**src/rtl/alu_pkg.sv**
```systemverilog
// Shared definitions for the sequential execute unit.
// Opcodes, FSM state encoding and opcode class helpers.
package alu_pkg;

  localparam logic [3:0] ALU_ADD   = 4'h0;
  localparam logic [3:0] ALU_SUB   = 4'h1;
  localparam logic [3:0] ALU_AND   = 4'h2;
  localparam logic [3:0] ALU_OR    = 4'h3;
  localparam logic [3:0] ALU_XOR   = 4'h4;
  localparam logic [3:0] ALU_SLL   = 4'h5;
  localparam logic [3:0] ALU_SRL   = 4'h6;
  localparam logic [3:0] ALU_SRA   = 4'h7;
  localparam logic [3:0] ALU_SLT   = 4'h8;
  localparam logic [3:0] ALU_SLTU  = 4'h9;
  localparam logic [3:0] ALU_MUL   = 4'hA;
  localparam logic [3:0] ALU_MULHU = 4'hB;
  localparam logic [3:0] ALU_DIVU  = 4'hC;
  localparam logic [3:0] ALU_REMU  = 4'hD;
  localparam logic [3:0] ALU_DIV   = 4'hE;
  localparam logic [3:0] ALU_REM   = 4'hF;

  typedef enum logic [1:0] {
    ST_IDLE = 2'd0,
    ST_BUSY = 2'd1,
    ST_DONE = 2'd2
  } state_t;

  // A..F use the multi-cycle datapath
  function automatic logic is_iter(input logic [3:0] op);
    return op[3] & (op[2] | op[1]);
  endfunction

  // C..F
  function automatic logic is_div(input logic [3:0] op);
    return op[3] & op[2];
  endfunction

  // E, F
  function automatic logic is_sdiv(input logic [3:0] op);
    return op[3] & op[2] & op[1];
  endfunction

endpackage

```
**src/rtl/alu_iter_core.sv**
```systemverilog
// Iterative unsigned shift-add multiplier / restoring divider.
// Ports: clk, rst, clear, start, div_mode, a, b -> done, lo, hi (next-step values).
module alu_iter_core
  import alu_pkg::*;
#(
  parameter int WIDTH = 32
) (
  input  logic             clk,
  input  logic             rst,
  input  logic             clear,
  input  logic             start,
  input  logic             div_mode,
  input  logic [WIDTH-1:0] a,
  input  logic [WIDTH-1:0] b,
  output logic             done,
  output logic [WIDTH-1:0] lo,
  output logic [WIDTH-1:0] hi
);

  localparam int SHW = $clog2(WIDTH);

  logic             run;
  logic             mode;
  logic [SHW-1:0]   cnt;
  logic [WIDTH-1:0] acc_hi;
  logic [WIDTH-1:0] acc_lo;
  logic [WIDTH-1:0] opnd;

  logic [WIDTH:0]   sum;
  logic [WIDTH:0]   rs;
  logic [WIDTH:0]   diff;
  logic [WIDTH-1:0] hi_n;
  logic [WIDTH-1:0] lo_n;

  // mul: {hi,lo} = partial product, lo holds unused multiplier bits
  // div: hi = partial remainder, lo shifts dividend out / quotient in
  always_comb begin
    sum  = {1'b0, acc_hi} + (acc_lo[0] ? {1'b0, opnd} : '0);
    rs   = {acc_hi, acc_lo[WIDTH-1]};
    diff = rs - {1'b0, opnd};
    if (mode) begin
      hi_n = diff[WIDTH] ? rs[WIDTH-1:0] : diff[WIDTH-1:0];
      lo_n = {acc_lo[WIDTH-2:0], ~diff[WIDTH]};
    end else begin
      hi_n = sum[WIDTH:1];
      lo_n = {sum[0], acc_lo[WIDTH-1:1]};
    end
  end

  // Final step is exposed combinationally so the owner can
  // capture the result on the same edge the count expires.
  assign done = run & (cnt == '0);
  assign lo   = lo_n;
  assign hi   = hi_n;

  always_ff @(posedge clk or posedge rst) begin
    if (rst) begin
      run    <= 1'b0;
      mode   <= 1'b0;
      cnt    <= '0;
      acc_hi <= '0;
      acc_lo <= '0;
      opnd   <= '0;
    end else if (clear) begin
      run <= 1'b0;
      cnt <= '0;
    end else if (start) begin
      run    <= 1'b1;
      mode   <= div_mode;
      cnt    <= SHW'(WIDTH - 1);
      acc_hi <= '0;
      acc_lo <= div_mode ? a : b;
      opnd   <= div_mode ? b : a;
    end else if (run) begin
      acc_hi <= hi_n;
      acc_lo <= lo_n;
      cnt    <= cnt - 1'b1;
      if (cnt == '0)
        run <= 1'b0;
    end
  end

endmodule

```
**src/rtl/alu_seq.sv**
```systemverilog
// Multi-cycle integer execute unit with valid/ready on both sides.
// Ports: clk, rst, flush, in_valid/in_ready, a, b, alu_ctrl, out_valid/out_ready, result, zero, busy.
module alu_seq
  import alu_pkg::*;
#(
  parameter int WIDTH = 32
) (
  input  logic             clk,
  input  logic             rst,
  input  logic             flush,
  input  logic             in_valid,
  output logic             in_ready,
  input  logic [WIDTH-1:0] a,
  input  logic [WIDTH-1:0] b,
  input  logic [3:0]       alu_ctrl,
  output logic             out_valid,
  input  logic             out_ready,
  output logic [WIDTH-1:0] result,
  output logic             zero,
  output logic             busy
);

  localparam int SHW = $clog2(WIDTH);
  localparam logic [WIDTH-1:0] MIN = {1'b1, {(WIDTH-1){1'b0}}};

  state_t state_q, state_d;

  logic             accept;
  logic             b_zero;
  logic             ovf;
  logic             special;
  logic             iter_go;
  logic             a_neg;
  logic             b_neg;
  logic [WIDTH-1:0] a_mag;
  logic [WIDTH-1:0] b_mag;
  logic [SHW-1:0]   shamt;
  logic [WIDTH-1:0] fast;

  logic             hi_sel_q;
  logic             q_neg_q;
  logic             r_neg_q;

  logic             core_done;
  logic [WIDTH-1:0] core_lo;
  logic [WIDTH-1:0] core_hi;
  logic [WIDTH-1:0] iter_res;

  logic             res_en;
  logic [WIDTH-1:0] res_d;

  assign in_ready  = (state_q == ST_IDLE);
  assign out_valid = (state_q == ST_DONE);
  assign busy      = (state_q != ST_IDLE);

  assign accept  = in_valid & in_ready & ~flush;
  assign b_zero  = (b == '0);
  assign ovf     = (a == MIN) & (b == '1);
  // div by zero and signed overflow finish in one cycle
  assign special = is_div(alu_ctrl) & (b_zero | (is_sdiv(alu_ctrl) & ovf));
  assign iter_go = is_iter(alu_ctrl) & ~special;

  assign a_neg = is_sdiv(alu_ctrl) & a[WIDTH-1];
  assign b_neg = is_sdiv(alu_ctrl) & b[WIDTH-1];
  assign a_mag = a_neg ? -a : a;
  assign b_mag = b_neg ? -b : b;
  assign shamt = b[SHW-1:0];

  always_comb begin
    fast = '0;
    unique case (alu_ctrl)
      ALU_ADD:   fast = a + b;
      ALU_SUB:   fast = a - b;
      ALU_AND:   fast = a & b;
      ALU_OR:    fast = a | b;
      ALU_XOR:   fast = a ^ b;
      ALU_SLL:   fast = a << shamt;
      ALU_SRL:   fast = a >> shamt;
      ALU_SRA:   fast = $unsigned($signed(a) >>> shamt);
      ALU_SLT:   fast = {{(WIDTH-1){1'b0}}, $signed(a) < $signed(b)};
      ALU_SLTU:  fast = {{(WIDTH-1){1'b0}}, a < b};
      // multiplies never take this path
      ALU_MUL:   fast = '0;
      ALU_MULHU: fast = '0;
      ALU_DIVU:  fast = '1;
      ALU_REMU:  fast = a;
      ALU_DIV:   fast = b_zero ? '1 : MIN;
      ALU_REM:   fast = b_zero ? a : '0;
    endcase
  end

  alu_iter_core #(
    .WIDTH(WIDTH)
  ) u_iter (
    .clk      (clk),
    .rst      (rst),
    .clear    (flush),
    .start    (accept & iter_go),
    .div_mode (alu_ctrl[2]),
    .a        (a_mag),
    .b        (b_mag),
    .done     (core_done),
    .lo       (core_lo),
    .hi       (core_hi)
  );

  // hi half carries MULHU / remainder, lo half MUL / quotient
  assign iter_res = hi_sel_q ? (r_neg_q ? -core_hi : core_hi)
                             : (q_neg_q ? -core_lo : core_lo);

  always_comb begin
    state_d = state_q;
    unique case (state_q)
      ST_IDLE: if (accept) state_d = iter_go ? ST_BUSY : ST_DONE;
      ST_BUSY: if (core_done) state_d = ST_DONE;
      ST_DONE: if (out_ready) state_d = ST_IDLE;
      default: state_d = ST_IDLE;
    endcase
    if (flush)
      state_d = ST_IDLE;
  end

  always_comb begin
    res_en = 1'b0;
    res_d  = result;
    if (!flush) begin
      if (accept && !iter_go) begin
        res_en = 1'b1;
        res_d  = fast;
      end else if (state_q == ST_BUSY && core_done) begin
        res_en = 1'b1;
        res_d  = iter_res;
      end
    end
  end

  always_ff @(posedge clk or posedge rst) begin
    if (rst)
      state_q <= ST_IDLE;
    else
      state_q <= state_d;
  end

  always_ff @(posedge clk or posedge rst) begin
    if (rst) begin
      result   <= '0;
      zero     <= 1'b0;
      hi_sel_q <= 1'b0;
      q_neg_q  <= 1'b0;
      r_neg_q  <= 1'b0;
    end else begin
      if (accept) begin
        hi_sel_q <= alu_ctrl[0];
        q_neg_q  <= a_neg ^ b_neg;
        r_neg_q  <= a_neg;
      end
      if (res_en) begin
        result <= res_d;
        zero   <= (res_d == '0);
      end
    end
  end

endmodule

```
**config.mk**
```make
export PLATFORM = sky130hd
export DESIGN_NAME = alu_seq
export DESIGN_NICKNAME = d
export VERILOG_FILES = /design/src/rtl/alu_pkg.sv /design/src/rtl/alu_iter_core.sv /design/src/rtl/alu_seq.sv
export SDC_FILE = /design/constraint.sdc
export NUM_CORES = 1
export LEC_CHECK = 0
export CORE_AREA = 10 10 258 260
export DETAILED_ROUTE_END_ITERATION = 8
export DIE_AREA = 0 0 268 270
export SLEW_MARGIN = 10
export SYNTH_ARGS = -nofsm -noshare
export SYNTH_HDL_FRONTEND = slang
export SYNTH_SLANG_ARGS = --single-unit
```
**constraint.sdc**
```tcl
create_clock -name clk -period 5.4 [get_ports clk]
set_clock_uncertainty 0.05 [all_clocks]
set_input_delay 1.35 -clock clk [delete_from_list [all_inputs] [get_ports clk]]
set_output_delay 1.35 -clock clk [all_outputs]
set_load 0.02 [all_outputs]
```
==> reports/metrics.yaml, run 1 <==
run:
  maxCapViolations: 0
critical_path:
  crit_arrival_ns: 5.68
  crit_required_ns: 5.71
  startpoint_type: "primary input"
  crit_path_end_kind: "flop"
  ff2ff_path_depth: 24
  critPathKind: "primary input to flop"
  cp_max_fo: 12
yosys:
  syn_avg_cell_area_sq_um: 7.22
  yosys_warnings: 0
  ys_types: 108
  syn_inst: 3277
  async_flop_share_pct: 100
  syn_nets: 3521
  synth.cell_area_sq_mm: 0.0237
  seq_area_frac_synth_pct: 14.9
  synth_seq_cells: 141
  ys.flop_type: "dfrtp_1"
  synth_edf_count: 0
clock_tree:
  cts-htree-levels: 4
  clockBufferDepth: 2
  clock-sinks: 141
  cts_tree: "done"
  cts-root-buf: "clkbuf_16"
  clk_pin_slew_ns: 0.07
  clk_latency_ns: 0.45
  cts_buffers: 17
finish:
  final_util_pct: 54.0
  areaGrowthSynthToFinish_pct: 39.7
  drive_gt1_share_pct: 28.4
  stdcell_area_sq_mm: 0.0331
  finalNetCount: 4280
power_and_ir_drop:
  peakVddDrop_uv: 355
  p_leak_uw: 0.0148
  powerDensity_mw_per_mm2: 372
grt:
  grt_antenna_before_repair: 4
  grtUsageTotal_pct: 34.2
  grt_pass1_wl_microns: 186000
  grt_pass1_vias: 28400
  grt_remaining_overflow: 0
  grt_max_degree: 96
detailed_routing:
  ant_nets: 0
  routedWlPerCell_microns: 26.4
  num_vias: 29600
  drtIter0Drc: 3093
  viasPerCell: 6.11
  drc: 0
  finalWirelength_microns: 128000
  drtPass1Iterations: 5
die:
  boundaryPins: 109
  dieArea_sq_mm: 0.0724
  initial_core_util_pct: 38.6
  rows: 91
  fp.dieH_microns: 270
  core-area_sq_mm: 0.0613
  die_w_microns: 268
placement:
  gp_congestion: 1.06
  post-place-ws_ns: -0.954
  io_buffer_count: 108
  placed_area_sq_mm: 0.0315
  hpwl_microns: 105000
timing:
  slew_violations: 0
  slew_headroom_pct: 33.1
  fmax_mhz: 186
  rsz0062_at_grt: "yes"
  setup_viol_count_final: 0
  tightest_slew_ns: 1.00
  report.final.hold_viol_count: 0
  fin_ws_ns: 0.0302
  finalCritPeriodShare_pct: 99.4
  post-route-min-period_ns: 5.37
hold_path:
  hp-class: "flop to flop"
  min_path_cells: 2
outcome:
  status: "complete, no violations"
==> timing repair <==
item                       in CTS  in global routing
setup endpoints to repair       5                  4
resized for setup              53                125
buffers inserted               13                 21
pin swaps                      16                 50
gates cloned                    0                  0
hold buffers                    0                  0
==> critical path: stages <==
cell and delay [ns]:
clkdlybuf4s50_1 0.62, buf_4 0.21, nor2_1 0.06, and4b_1 0.22
buf_4 0.15, nand4_1 0.14, buf_4 0.16, a21oi_2 0.05
buf_4 0.16, buf_4 0.21, a221oi_1 0.33, o21ai_0 0.28
a2111oi_1 0.42, o21a_1 0.24, a211oi_1 0.08, o31ai_2 0.08
o211ai_1 0.18, a2111oi_4 0.31, nand4b_1 0.17, o31ai_2 0.23
==> sequential cells by signal, summed over array words and instances, names as in the netlist, 2 cells and up <==
register and count:
result 32, state_q 2, u_iter.acc_hi 32, u_iter.acc_lo 32, u_iter.cnt 5, u_iter.opnd 32
==> cell usage in the layout, fill, tap and decap left out, types with 57 or more instances in the layout <==
master,synthesis,final
nor3_1,76,70
dfrtp_1,141,140
a21oi_1,277,269
buf_4,1,850
mux2i_1,71,69
mux4_2,57,57
clkdlybuf4s50_1,0,85
nor2_1,332,330
nand2_1,336,333
inv_1,161,153
xnor2_1,115,114
o21ai_0,274,258
nand3_1,80,77
ha_1,167,158
o211ai_1,71,71
==> through the flow <==
stage | setup TNS (ns) | std cells | hold slack (ns) | total power (uW)
2_1_floorplan | -0.0362 | 3277 | 0.412 | 6610
3_3_place_gp | -3.82 | 4773 | 0.442 | 10400
3_5_place_dp | -4.32 | 4773 | 0.447 | 10400
4_1_cts | 0 | 4818 | 0.462 | 11800
5_1_grt | -0.0922 | 4839 | 0.477 | 13100
6_report | 0 | 4842 | 0.459 | 12300
==> power breakdown <==
part           switching [uW]  internal, uW
clock                     554           650
combinational            5300          4110
sequential                312          1360
==> final cells by class <==
cell class,instances,area (sq um)
Sequential cell,141,3530
Tap cell,790,988
Inverter,164,634
Clock inverter,15,153
Timing Repair Buffer,983,7940
Antenna cell,3,7.51
Clock buffer,17,425
Multi-Input combinational cell,2729,19400
Fill cell,6094,28200
==> cells in the mapped netlist, drive strengths merged (31+ instances only) <==
| cell | count | area share (%) |
|---|---|---|
| a211oi | 57 | 1.9 |
| a21o | 42 | 1.3 |
| a21oi | 278 | 5.9 |
| a221oi | 31 | 1.1 |
| a31oi | 40 | 1.1 |
| and2 | 57 | 1.5 |
| buf | 50 | 0.94 |
| clkbuf | 193 | 3.1 |
| dfrtp | 141 | 15 |
| ha | 167 | 8.8 |
| inv | 162 | 2.6 |
| mux2i | 71 | 3.0 |
| mux4 | 57 | 5.4 |
| nand2 | 338 | 5.4 |
| nand3 | 80 | 1.7 |
| nand4 | 37 | 1.0 |
| nor2 | 334 | 5.4 |
| nor3 | 77 | 1.7 |
| o211ai | 71 | 2.3 |
| o21ai | 279 | 5.9 |
| o22ai | 34 | 0.90 |
| o31ai | 49 | 1.6 |
| xnor2 | 117 | 4.4 |
| xor2 | 42 | 1.6 |
==> layer usage <==
layer  wire, microns  part of all wire, %  GRT usage [%]
met5               0                    0              0
met4            7700                  6.0           17.8
met3            8990                  7.0           4.24
met2           59100                   46           56.1
met1           52000                   41           43.2
==> final timing paths <==
path | from | to | slack [ns]
min in group asynchronous | rst | u_iter.opnd[3] | 1.41
min | u_iter.acc_lo[26] | u_iter.acc_lo[26] | 0.46
max | b[13] | zero | 0.03
min reg2reg | u_iter.acc_lo[26] | u_iter.acc_lo[26] | 0.46
max in group asynchronous | rst | q_neg_q | 2.95
max reg2reg | u_iter.acc_lo[31] | zero | 0.10
==> cells by family (layout without fill, tap and decap cells) <==
logic type | count (synthesis) | count (layout) | share of synthesized area, %
AOI/OAI and AO/OA | 1138 | 1138 | 31.7
adders and majority gates | 171 | 171 | 9.17
buffers and inverters | 407 | 1179 | 6.60
and+or+nand+nor | 1109 | 1109 | 22.1
muxes | 152 | 152 | 9.57
xor gates and xnor gates | 159 | 159 | 5.95
other | 0 | 3 | 0
DFF | 141 | 141 | 14.9
Power figures use the tool's default switching activity.
==> inputs of run 2 (changes only) <==
- GPL_ROUTABILITY_DRIVEN: not set -> 1
- SLEW_MARGIN: 10 -> 20
==> results of run 2 <==
No change in the layout: final DEF, timing and power equal those of run 1.
